[config.mk]
export PLATFORM = sky130hd
export DESIGN_NAME = serial_adder_fsm
export DESIGN_NICKNAME = d
export VERILOG_FILES = /design/src/rtl/serial_adder_fsm.sv
export SDC_FILE = /design/constraint.sdc
export NUM_CORES = 1
export LEC_CHECK = 0
export CORE_ASPECT_RATIO = 1.2
export CORE_MARGIN = 2
export CORE_UTILIZATION = 51
export CTS_CLUSTER_SIZE = 24
export DETAILED_ROUTE_END_ITERATION = 10
export GPL_ROUTABILITY_DRIVEN = 0
export PLACE_DENSITY = 0.77
export RECOVER_POWER = 50
export SYNTH_ARGS = -nofsm -noshare
export SYNTH_HDL_FRONTEND = slang
export SYNTH_SLANG_ARGS = --single-unit
[constraint.sdc]
create_clock -name clk_i -period 1.8 [get_ports clk_i]
set_clock_uncertainty 0.2 [all_clocks]
set_input_delay 0.45 -clock clk_i [delete_from_list [all_inputs] [get_ports clk_i]]
set_output_delay 0.45 -clock clk_i [all_outputs]
set_load 0.01 [all_outputs]
[src/rtl/serial_adder_fsm.sv]
// Bit-serial adder: one full-adder cell walks A + B + carry_in LSB-first, one bit per clock.
// The sum and carry_out outputs are registered and only change when an operation completes.
module serial_adder_fsm #(
  parameter int unsigned WIDTH = 8
) (
  input  logic             clk_i,
  input  logic             rst_ni,
  input  logic             start_i,
  input  logic [WIDTH-1:0] a_i,
  input  logic [WIDTH-1:0] b_i,
  input  logic             carry_in_i,
  output logic             busy_o,
  output logic             done_o,
  output logic [WIDTH-1:0] sum_o,
  output logic             carry_out_o
);

  localparam int unsigned CntW = (WIDTH > 1) ? $clog2(WIDTH) : 1;

  typedef enum logic [1:0] {StIdle, StRun, StDone} state_e;

  state_e           state_q;
  logic [WIDTH-1:0] a_q, b_q, res_q, sum_q;
  logic [CntW-1:0]  cnt_q;
  logic             carry_q, cout_q, busy_q, done_q;
  logic             bit_s, bit_c;

  // Single full-adder cell on the operand LSBs and the registered carry.
  assign bit_s = a_q[0] ^ b_q[0] ^ carry_q;
  assign bit_c = (a_q[0] & b_q[0]) | (a_q[0] & carry_q) | (b_q[0] & carry_q);

  always_ff @(posedge clk_i or negedge rst_ni) begin
    if (!rst_ni) begin
      state_q <= StIdle;
      a_q     <= '0;
      b_q     <= '0;
      res_q   <= '0;
      sum_q   <= '0;
      cnt_q   <= '0;
      carry_q <= 1'b0;
      cout_q  <= 1'b0;
      busy_q  <= 1'b0;
      done_q  <= 1'b0;
    end else begin
      done_q <= 1'b0;
      unique case (state_q)
        StIdle: begin
          if (start_i) begin
            a_q     <= a_i;
            b_q     <= b_i;
            carry_q <= carry_in_i;
            res_q   <= '0;
            cnt_q   <= '0;
            busy_q  <= 1'b1;
            state_q <= StRun;
          end
        end
        StRun: begin
          a_q     <= a_q >> 1;
          b_q     <= b_q >> 1;
          carry_q <= bit_c;
          res_q   <= {bit_s, res_q[WIDTH-1:1]};
          cnt_q   <= cnt_q + 1'b1;
          if (cnt_q == CntW'(WIDTH - 1)) begin
            state_q <= StDone;
          end
        end
        StDone: begin
          sum_q   <= res_q;
          cout_q  <= carry_q;
          done_q  <= 1'b1;
          busy_q  <= 1'b0;
          state_q <= StIdle;
        end
        default: state_q <= StIdle;
      endcase
    end
  end

  assign busy_o      = busy_q;
  assign done_o      = done_q;
  assign sum_o       = sum_q;
  assign carry_out_o = cout_q;

endmodule

# Word-level counts from Yosys, hierarchy flattened
# Index checks and enable logic that the tools add are counted.
[word_totals] reg_bits=41 in_bits=20 output_inout_bits=11 wordCells=45
[classes] add_sub_neg=1 n_eq_ne=5 n_mux=16 bitwise_logic=7 reduce_logical=6
[op_table] op="8-bit case mux with 2 select lines" n=3
[op_table] op="8-bit 2-to-1 mux" n=3
[op_table] op="3-bit case mux with 2 select lines" n=1
[op_table] op="2-bit AND reduction" n=3
[op_table] op="2-bit 2-to-1 mux" n=2
[op_table] op="2-bit inequality test (second input constant)" n=2
[op_table] op="1-bit case mux with 2 select lines" n=2
[op_table] op="2-bit case mux with 2 select lines" n=1
[op_table] op="2-bit nonzero test" n=2
[op_table] op="3-bit by 1-bit adder with 3-bit output (second input constant)" n=1
[op_table] op="1-bit bitwise AND" n=3
[op_table] op="3-bit equality test (second input constant)" n=1
[op_table] op="1-bit 2-to-1 mux" n=3
[op_table] op="3-bit 2-to-1 mux" n=1
[op_table] op="2-bit by 1-bit equality test with 1-bit output (second input constant)" n=1
[op_table] op="2-bit equality test (second input constant)" n=1
[op_table] op="2-bit zero test" n=1
[op_table] op="1-bit bitwise OR" n=2
[op_table] op="1-bit XOR" n=2

# Longest topological paths before layout
[logic_depth] ltp_word=4 depth_mapped=5 depth_no_buf=4

# Least setup slack after synthesis
# Ideal clock, no wire load.
[synth_timing] kind="reg2reg" from="register state_q[0]" to="register b_q[5]" setup_ns=0.124 arrival_time_ns=1.125 required_time_ns=1.476 setup_slack_ns=0.351 stages_incl_launch_ff=5 n_path_buf=1 synth_period_minus_slack_ns=1.449 path_cell_list="dfrtp_1 buf_6 or4b_4 o21ai_2 a21oi_1"
[synth_between] elab_chain_len=3 word_cells_on_any_way=6 classes_between="2 x eq/ne; 1 x mux; 3 x reduce/logical"
[synth_lines] element="start: declaration" line_no="22" rtl="state_e state_q;"
[synth_lines] element="start signal: assignment" line_no="34" rtl="state_q <= StIdle;"
[synth_lines] element="start signal: assignment" line_no="55" rtl="state_q <= StRun;"
[synth_lines] element="start signal: assignment" line_no="65" rtl="state_q <= StDone;"
[synth_lines] element="2-bit by 1-bit equality test with 1-bit output / 2-bit zero test (equally long branches)" line_no="46" rtl="unique case (state_q)"
[synth_lines] element="2-bit nonzero test (no source line) / 2-bit inequality test (equally long branches)"
[synth_lines] element="2-bit AND reduction (no source line)"
[synth_lines] element="end signal: assignment" line_no="50" rtl="b_q <= b_i;"
[synth_lines] element="end signal: assignment" line_no="60" rtl="b_q <= b_q >> 1;"
[synth_lines] element="end: declaration" line_no="23" rtl="logic [WIDTH-1:0] a_q, b_q, res_q, sum_q;"
# Parallel ways exist; a longest one is shown, timed or not.
# A chain may end at the register's enable or synchronous reset.

# Final worst setup path
[layout_timing] from="register sum_q[1] (netlist: sum_o[1])" to="output port sum_o[1]"
[layout_rtl] element="start: declaration" line_no="23"
[layout_rtl] element="start signal: assignment" line_no="69" rtl="sum_q <= res_q;"
[layout_rtl] element="end: declaration" line_no="14" rtl="output logic [WIDTH-1:0] sum_o,"
# No word-level cell between the ends.

==> results.toml <==
[synthesis]
synthArstFlopShare_pct = 100.0
synth_largest_area_cell = "dfrtp_1"
synth_area_per_cell_sq_um = 11.71
synth-compound-area-share_pct = 22.22
synth_top_area_share_pct = 58.78
synth.most_common_cell = "dfrtp_1"
synth_ff_type = "dfrtp_1"
synth_edf_count = 0
synthXorXnorAreaFrac_pct = 0
synth-adder-area-share_pct = 2.581
syn_inst = 149
yosys.area_share.simple_pct = 6.022
mappedNetlistArea_sq_mm = 0.001745
ys_warn_count = 0
synth_mux_area_share_pct = 5.161
ys_seq_elements = 41
post_synth_num_cell_types = 28
syn-num-nets = 172
synth_area_leaders = "dfrtp_1 59%, o22ai_1 9.3%, mux2_2 5.2%"
yosysSeqAreaShare_pct = 58.78
ys_top_cells_by_count = "41 x dfrtp_1, 26 x o22ai_1, 14 x a21oi_1"
synth_top_family_by_area = "compound AO/OA/AOI/OAI gates"

[worst_setup_path]
critPathCaptureType = "output port"
cpPeakStageDelay_ns = 0.39
cp_top_family = "flip-flops"
cp-start-kind = "flip-flop"
cp.required_ns = 1.15
setup.worst_path.class = "flip-flop to output port"
cp_max_fo = 2
cp_num_buf_inv = 1
critPathArrivalTime_ns = 0.97
cp_slowest_cell = "dfrtp_1"
path_cells = "dlygate4sd2_1"

[grt]
grt_first_pass_wirelength_microns = 6009
grt-ovfl-total = 0
grt_usage_pct = 20.50
antenna_found_initial = 0
grt_max_degree = 25
grt_pass1_vias = 1355

[timing]
drv_slew = 0
setup_viol = 0
slew-limit-headroom_pct = 68.51
fin_crit_ns = 1.617
fmax_mhz = 618.3
tns_ns = 0
rsz0062_at_grt = "no"
hold_slack_ns = 0.2975
hold_viol_final = 0
max_slew.worst_pin.slew_ns = 0.4723
finalCritPeriodShare_pct = 89.86

[pwr]
pwr-share-comb_pct = 35.0
ir_drop_v = 0.001186
switching_share_pct = 33.13
clockPowerShare_pct = 21.0
p_leak_nw = 1.046
switching_power_mw = 1.186
seq_power_share_pct = 44.0
cellPowerDensity_mw_per_mm2 = 1600
p_int_mw = 2.394

[detailed_routing]
wl_per_cell_microns = 15.84
drt_first_pass_iters = 4
vias_per_cell = 5.915
drc = 0
num_vias = 1325
drt_iter0_drc = 45
ant_nets = 0
wl_microns = 3548

[place]
port_buffers = 30
place_inst = 215
dp_hpwl_microns = 2560
place_area_sq_mm = 0.002135

[run]
maxCapViolations = 0

[clock_tree]
cts_tree = "built"
clk_latency_ns = 0.29
htree_num_levels = 2
cts_max_path_buffers = 2
cts-root-buf = "clkbuf_8"
clkSlewWorstSetupHoldPaths_ns = 0.08
numCtsBuffers = 5
cts_num_sinks = 41

[floorplanning]
fp.coreArea_sq_mm = 0.003309
die_x_microns = 57.41
die-area_sq_mm = 0.003908
ios = 31
initial_core_util_pct = 52.74
rows = 23
dieHeight_microns = 68.09

[layout]
area_growth_pct = 28.24
drive_above_1_share_pct = 17.11
final_area_sq_mm = 0.002238
fin_nets = 209
utilization_pct = 67.64
instances_no_fill = 224
antenna_cells = 0

[min_path]
hold_path.class = "flip-flop to flip-flop"

[outcome]
status = "finished clean"
flip-flops by register name, summed over array words and instances (netlist names):
name	cells
state_q	2
carry_out_o	1
cnt_q	3
b_q	8
a_q	8
res_q	8
busy_o	1
carry_q	1
done_o	1
sum_o	8
layout by cell type, fill, tap and decap left out, types with 2 or more instances in the layout:
cell type        instances
dfrtp_1                 41
o22ai_1                 26
clkdlybuf4s50_1         18
a21oi_1                 14
dlygate4sd2_1           11
a22o_1                   9
mux2_2                   8
inv_1                    7
o21ai_0                  7
buf_4                    7
clkbuf_8                 6
nand2_1                  5
nor2_1                   4
nand2b_1                 2
nor2b_1                  2
ha_1                     2
buf_12                   2
worst register-to-register path: cells and delay by family (launching register included):
kind	cells	cell delay (ns)
AND/OR/NAND/NOR	1	0.52
flip-flops	1	0.43
buffers and inverters	1	0.18
AO/OA/AOI/OAI	2	0.12
routing by layer:
metal,global-route usage [%],vias to the layer above,routed length [microns]
met1,24.31,647,1467
li1,-,624,-
met5,0,-,0
met2,34.80,45,1783
met3,5.104,9,203
met4,10.17,0,94
power by group through the flow:
stage	logic [mW]	registers, mW	clock network (mW)
after floorplan	0.821	1.56	0
after global placement	1.26	1.57	0
after detailed placement	1.32	1.59	0
after CTS	1.27	1.58	0.778
after global routing	1.41	1.62	0.811
final	1.25	1.58	0.753
path summary, 6_finish.rpt:
kind	end	from	depth (start not counted)	slack [ns]
max in group asynchronous	b_q[3]$_DFFE_PN0P_	rst_ni	3	0.25
setup reg to reg	b_q[5]$_DFFE_PN0P_	state_q[1]$_DFFE_PN0P_	4	0.23
setup / recovery	sum_o[1]	sum_o[1]$_DFFE_PN0P_	1	0.18
hold / removal	carry_out_o$_DFFE_PN0P_	carry_out_o$_DFFE_PN0P_	2	0.30
hold reg to reg	carry_out_o$_DFFE_PN0P_	carry_out_o$_DFFE_PN0P_	2	0.30
min in group asynchronous	res_q[2]$_DFFE_PN0P_	rst_ni	2	0.42
area by class of cell:
class / instances / area [sq um]
inverter: 7 / 26.28
clock inverter: 2 / 37.54
clock buffer: 6 / 82.58
multi-input combinational: 90 / 628.1
tap: 37 / 46.29
sequential: 41 / 1026
fill: 258 / 1071
timing repair buffer: 41 / 391.6
metrics by stage:
stage          worst slack, ns  power, mW
2_1_floorplan           0.3510      2.380
3_3_place_gp          -0.05907      2.831
3_5_place_dp           -0.1065      2.913
4_1_cts                 0.1726      3.622
5_1_grt                0.09006      3.842
6_report                0.1825      3.581
logic make-up (layout without fill, tap and decap cells):
logic type	after synthesis	in the layout
adders and majority gates	3	3
buffers and inverters	18	56
muxes	8	8
DFF	41	41
and+or+nand+nor	18	18
AOI/OAI and AO/OA	61	61
repair_timing:
item,in CTS,in global routing
setup buffers,0,0
resized for setup,11,0
hold endpoints to repair,17,0
endpoints found under the setup margin,11,0
hold buffers,1,0
(Power assumes the default switching activity.)
